--- src/rtl/hdmi_packet_scheduler.sv ---
// Per-slot HDMI data-island packet scheduler: picks audio, ACR, AVI/AIF/SPD InfoFrames or null.
// Optional SPD scheduling is enabled by defining HDMI_SCHED_SPD_EN.
module hdmi_packet_scheduler #(
  parameter bit NULL_ON_IDLE = 1'b1
) (
  input  logic         clk_pixel,
  input  logic         rst_n,
  input  logic         frame_start,
  input  logic         slot_start,
  input  logic         audio_valid,
  input  logic [23:0]  audio_header,
  input  logic [223:0] audio_sub,
  input  logic         acr_req,
  input  logic [23:0]  acr_header,
  input  logic [223:0] acr_sub,
  input  logic [23:0]  avi_header,
  input  logic [223:0] avi_sub,
  input  logic [23:0]  aif_header,
  input  logic [223:0] aif_sub,
  input  logic [23:0]  spd_header,
  input  logic [223:0] spd_sub,
  output logic         audio_ack,
  output logic         packet_strobe,
  output logic [7:0]   packet_type,
  output logic [23:0]  header,
  output logic [223:0] sub,
  output logic [7:0]   infoframe_missed
);

  typedef enum logic [2:0] {
    SEL_NONE,
    SEL_NULL,
    SEL_AUDIO,
    SEL_ACR,
    SEL_AVI,
    SEL_AIF,
    SEL_SPD
  } sel_e;

  // InfoFrame pending bit order is {SPD, AIF, AVI}.
`ifdef HDMI_SCHED_SPD_EN
  localparam logic [2:0] IF_EN_MASK = 3'b111;
`else
  localparam logic [2:0] IF_EN_MASK = 3'b011;
`endif

  logic         acr_pend, acr_pend_d;
  logic [2:0]   if_pend, if_pend_d, if_clr;
  logic [7:0]   missed_d;
  sel_e         sel;
  logic [23:0]  header_d;
  logic [223:0] sub_d;

  // NOTE: every combinational output gets a default first so no path can infer a latch.
  always_comb begin
    sel      = NULL_ON_IDLE ? SEL_NULL : SEL_NONE;
    header_d = '0;
    sub_d    = '0;
    if (audio_valid)     sel = SEL_AUDIO;
    else if (acr_pend)   sel = SEL_ACR;
    else if (if_pend[0]) sel = SEL_AVI;
    else if (if_pend[1]) sel = SEL_AIF;
    else if (if_pend[2]) sel = SEL_SPD;

    case (sel)
      SEL_AUDIO: begin header_d = audio_header; sub_d = audio_sub; end
      SEL_ACR:   begin header_d = acr_header;   sub_d = acr_sub;   end
      SEL_AVI:   begin header_d = avi_header;   sub_d = avi_sub;   end
      SEL_AIF:   begin header_d = aif_header;   sub_d = aif_sub;   end
      SEL_SPD:   begin header_d = spd_header;   sub_d = spd_sub;   end
      default:   begin header_d = '0;           sub_d = '0;        end
    endcase
  end

  // Clears apply only on a slot; sets from acr_req/frame_start take precedence.
  always_comb begin
    if_clr     = 3'b000;
    acr_pend_d = acr_pend;
    if (slot_start) begin
      case (sel)
        SEL_AVI: if_clr = 3'b001;
        SEL_AIF: if_clr = 3'b010;
        SEL_SPD: if_clr = 3'b100;
        default: if_clr = 3'b000;
      endcase
      if (sel == SEL_ACR) acr_pend_d = 1'b0;
    end
    if (acr_req) acr_pend_d = 1'b1;

    if_pend_d = (if_pend & ~if_clr) | (frame_start ? IF_EN_MASK : 3'b000);
    if_pend_d = if_pend_d & IF_EN_MASK;

    missed_d = infoframe_missed;
    if (frame_start && (|if_pend) && (infoframe_missed != 8'hFF))
      missed_d = infoframe_missed + 8'd1;
  end

  // NOTE: sequential state uses non-blocking assignments only, so every flop samples pre-edge values.
  always_ff @(posedge clk_pixel or negedge rst_n) begin
    if (!rst_n) begin
      acr_pend         <= 1'b0;
      if_pend          <= 3'b000;
      infoframe_missed <= 8'd0;
      packet_strobe    <= 1'b0;
      audio_ack        <= 1'b0;
      header           <= '0;
      sub              <= '0;
    end else begin
      acr_pend         <= acr_pend_d;
      if_pend          <= if_pend_d;
      infoframe_missed <= missed_d;
      packet_strobe    <= slot_start && (sel != SEL_NONE);
      audio_ack        <= slot_start && (sel == SEL_AUDIO);
      if (slot_start && (sel != SEL_NONE)) begin
        header <= header_d;
        sub    <= sub_d;
      end
    end
  end

  assign packet_type = header[7:0];

endmodule

--- config.mk ---
export PLATFORM = sky130hd
export DESIGN_NAME = hdmi_packet_scheduler
export DESIGN_NICKNAME = d
export VERILOG_FILES = /design/src/rtl/hdmi_packet_scheduler.sv
export SDC_FILE = /design/constraint.sdc
export NUM_CORES = 1
export LEC_CHECK = 0
export ABC_CLOCK_PERIOD_IN_PS = 2300
export CORE_AREA = 10 10 577 579
export CTS_CLUSTER_DIAMETER = 40
export CTS_CLUSTER_SIZE = 28
export DETAILED_ROUTE_END_ITERATION = 10
export DIE_AREA = 0 0 587 589
export GPL_TIMING_DRIVEN = 0
export SLEW_MARGIN = 20
export SYNTH_ARGS = -nofsm -noshare
export SYNTH_HDL_FRONTEND = slang
export SYNTH_SLANG_ARGS = --single-unit
--- constraint.sdc ---
create_clock -name clk_pixel -period 2.3 [get_ports clk_pixel]
set_input_delay 0.46 -clock clk_pixel [delete_from_list [all_inputs] [get_ports clk_pixel]]
set_output_delay 0.46 -clock clk_pixel [all_outputs]
set_load 0.005 [all_outputs]
==> reports/summary.txt, run 1 <==
Status: complete, but fails checks
Failing checks: negative setup slack
Slew HR: 27.0%
Starting Density: 5.24%
Crit path buffers/inverters: 3
Critical Path Source Type: flop
Commonest cells after routing, fill and taps aside: clkdlybuf4s50_1, dfrtp_1, nor2b_1, a221o_1, nand3b_1
Clock slew at reported path FFs: 0.04 ns
WL/cell: 42.1 um
H-tree lvl count: 3
Clock buffer depth: 4
P per Cell Area: 650 nW/um^2
Die Area: 346000 um^2
Arr. time, crit path: 2.98 ns
Fin crit share: 100%
Setup-failing EPs final: 1
Vias in the first global route: 23964
DRT Pass-1 Iters: 5
Post-DP HPWL: 291 mm
Int Pwr: 16.5 mW
Clk network pwr share: 47.3%
FF+latch count, synth: 261
Post-route cell area: 39000 um^2
Final nets: 4395
Mapped Area: 16800 um^2
DRT antenna net count: 0
FMAX: 433 MHz
Most common cell after layout, fill and taps aside: clkdlybuf4s50_1
Number of flops mapped to enable cells by yosys: 0
Sw Pwr: 8.90 mW
Comb pwr share: 30.1%
Synth warn: 0
RePlAce Congestion: 0.946
Sequential area share after synthesis: 38.9%
Yosys top cell by area: dfrtp_1
Clock Sinks: 261
DRT Wirelength: 320 mm
Seq pwr share: 22.5%
Top post-synthesis cells by area: dfrtp_1, a221o_1, a211oi_1
RR Startpoint: acr_pend$_DFFE_PN0P_
First-pass GRT wire length: 373 mm
Mapped Nets: 3017
Delay-heaviest family, CP: compound AO/OA/AOI/OAI gates
Mean Syn Cell Area: 9.50 um^2
Synth Flop Type: dfrtp_1
# rows: 208
CTS tree: yes
Syn-to-layout area delta: 132%
Reg2Reg Depth: 6
CP Max Fanout: 12
Drt drc: 0
P_leak: 13.3 nW
Synth cell types: 36
Vias: 24683
FF-to-FF setup slack: -0.009 ns
Min-Delay Path Class: input pin to async pin
CP peak stage delay: 0.56 ns
Clock latency on the worst-skew pair: 0.82 ns
DR iter-0 viols: 1867
Critical path, cell by cell: buf_8, buf_12, clkbuf_4, a21oi_2, a211oi_1, a221o_1
Antenna violations before repair: 421
Largest net degree at the start of global routing: 75
Layout Skew: 0.0702 ns
Worst path slowest cell: a21oi_2
Total Routing Usage GR: 17.6%
Hold Violations, Final: 0
Setup WS post-layout: -0.00868 ns
DP Area: 35100 um^2
Core area: 321000 um^2
Total CTS buffers: 84
Port bufs: 1263
Chip height: 589 um
Synth top area share: 38.9%
Root Buffer: clkbuf_16
Die width: 587 um
Max-Cap Viols: 0
Pre-CTS WS: -2.28 ns
Critical path required time: 2.97 ns
Max-slew violations: 0
Maximum vdd drop: 0.478 mV
Grt ovf: 0
Setup CP Type: flop to flop
Share of layout cells above drive strength 1: 14.2%
Synth async-reset ratio: 100%
FF-to-FF End: sub[143]$_DFFE_PN0P_
Slew @ Worst Pin: 1.10 ns
Syn Inst Count: 1770
Final Util: 12.2%
Kind of end point of the critical path: flop
Vias per cell: 3.24
Net Sw Frac: 35.1%
Min cycle time layout: 2.31 ns
# IOs: 1512
==> through the flow <==
step / instances / setup TNS [ns] / hold WS, ns / power [mW]
finish: 7618 / -0.00868 / 0.145 / 25.4
global route: 7556 / -0.00810 / 0.146 / 26.4
CTS: 7508 / -0.00561 / 0.0929 / 25.9
detailed placement: 7350 / -417.66 / 0.372 / 13.6
global placement: 7338 / -4216.14 / 0.498 / 13.6
floorplan: 1770 / 0 / 0.164 / 7.33
==> synth_stat cells (3+ instances only) <==
library cell  instances
nand3b_1            247
nor2b_1             248
buf_1                 3
xor2_1                3
dfrtp_1             261
buf_2                75
clkbuf_1            141
inv_1                 4
a221o_1             248
o21ai_0               3
buf_4                10
a21oi_1             250
a211oi_1            247
==> cells by family after synthesis <==
group                    count (synthesis)  share of synthesized area (%)
buffers and inverters                  233                           5.98
adder cells (fa/ha/maj)                  1                         0.0744
multiplexers                             2                          0.127
flip-flops                             261                           38.9
XOR/XNOR                                 4                          0.208
AO/OA/AOI/OAI                          758                           33.9
AND/OR/NAND/NOR                        511                           20.8
==> per-layer routing <==
layer / part of all wire, % / vias to the layer above / global-route usage, % / routed length [um]
met5: 0.47 / - / 0 / 1500
met2: 43 / 2082 / 27.5 / 138000
li1: - / 9867 / - / -
met3: 16 / 813 / 13.1 / 52800
met4: 4.9 / 228 / 6.76 / 15800
met1: 35 / 11693 / 18.0 / 112000
==> worst max path at each step <==
stage	start	depth (start not counted)	end	slack (ns)
after floorplan	if_pend[1]$_DFF_PN0_	6	sub[197]$_DFFE_PN0P_	0.55
after global placement	rst_n	1	sub[145]$_DFFE_PN0P_	-14.14
after detailed placement	audio_valid	7	sub[101]$_DFFE_PN0P_	-2.28
after CTS	acr_pend$_DFFE_PN0P_	6	sub[101]$_DFFE_PN0P_	-0.004
after global routing	acr_pend$_DFFE_PN0P_	6	header[15]$_DFFE_PN0P_	-0.008
final	acr_pend$_DFFE_PN0P_	6	sub[143]$_DFFE_PN0P_	-0.009
==> power by group through the flow <==
stage,logic [mW],clock network [mW],registers [mW]
3_3_place_gp,7.81,0,5.78
5_1_grt,8.12,12.5,5.79
3_5_place_dp,7.84,0,5.77
6_report,7.65,12.0,5.71
2_1_floorplan,1.68,0,5.66
4_1_cts,7.83,12.3,5.72
==> repair_timing <==
action / CTS / global route
pin swaps: 7 / 1
hold buffers: 1 / 0
resized for setup: 509 / 62
endpoints found under the setup margin: 448 / 121
gates cloned: 0 / 1
endpoints found under the hold margin: 117 / 0
setup buffers: 13 / 6
==> cell type report <==
| type | count | area [um^2] |
|---|---|---|
| fillers | 36856 | 282000 |
| repair buffers | 1296 | 13000 |
| multi-input cells | 1276 | 9690 |
| flip-flops and latches | 261 | 6550 |
| well taps | 4305 | 5390 |
| clock buffers | 101 | 2270 |
| plain buffers | 225 | 1330 |
| clock inverters | 45 | 517 |
| diodes | 105 | 263 |
| inverters | 4 | 15.0 |
==> sequential cells by signal, summed over array words and instances (netlist names) <==
signal            flops
acr_pend              1
if_pend               2
packet_strobe         1
infoframe_missed      8
sub                 224
header               24
audio_ack             1
Power figures use the tool's default switching activity.
==> inputs of run 2 (changes only) <==
- ABC_AREA: not set -> 0
==> results of run 2 <==
No change in the layout: final DEF, timing and power equal those of run 1.
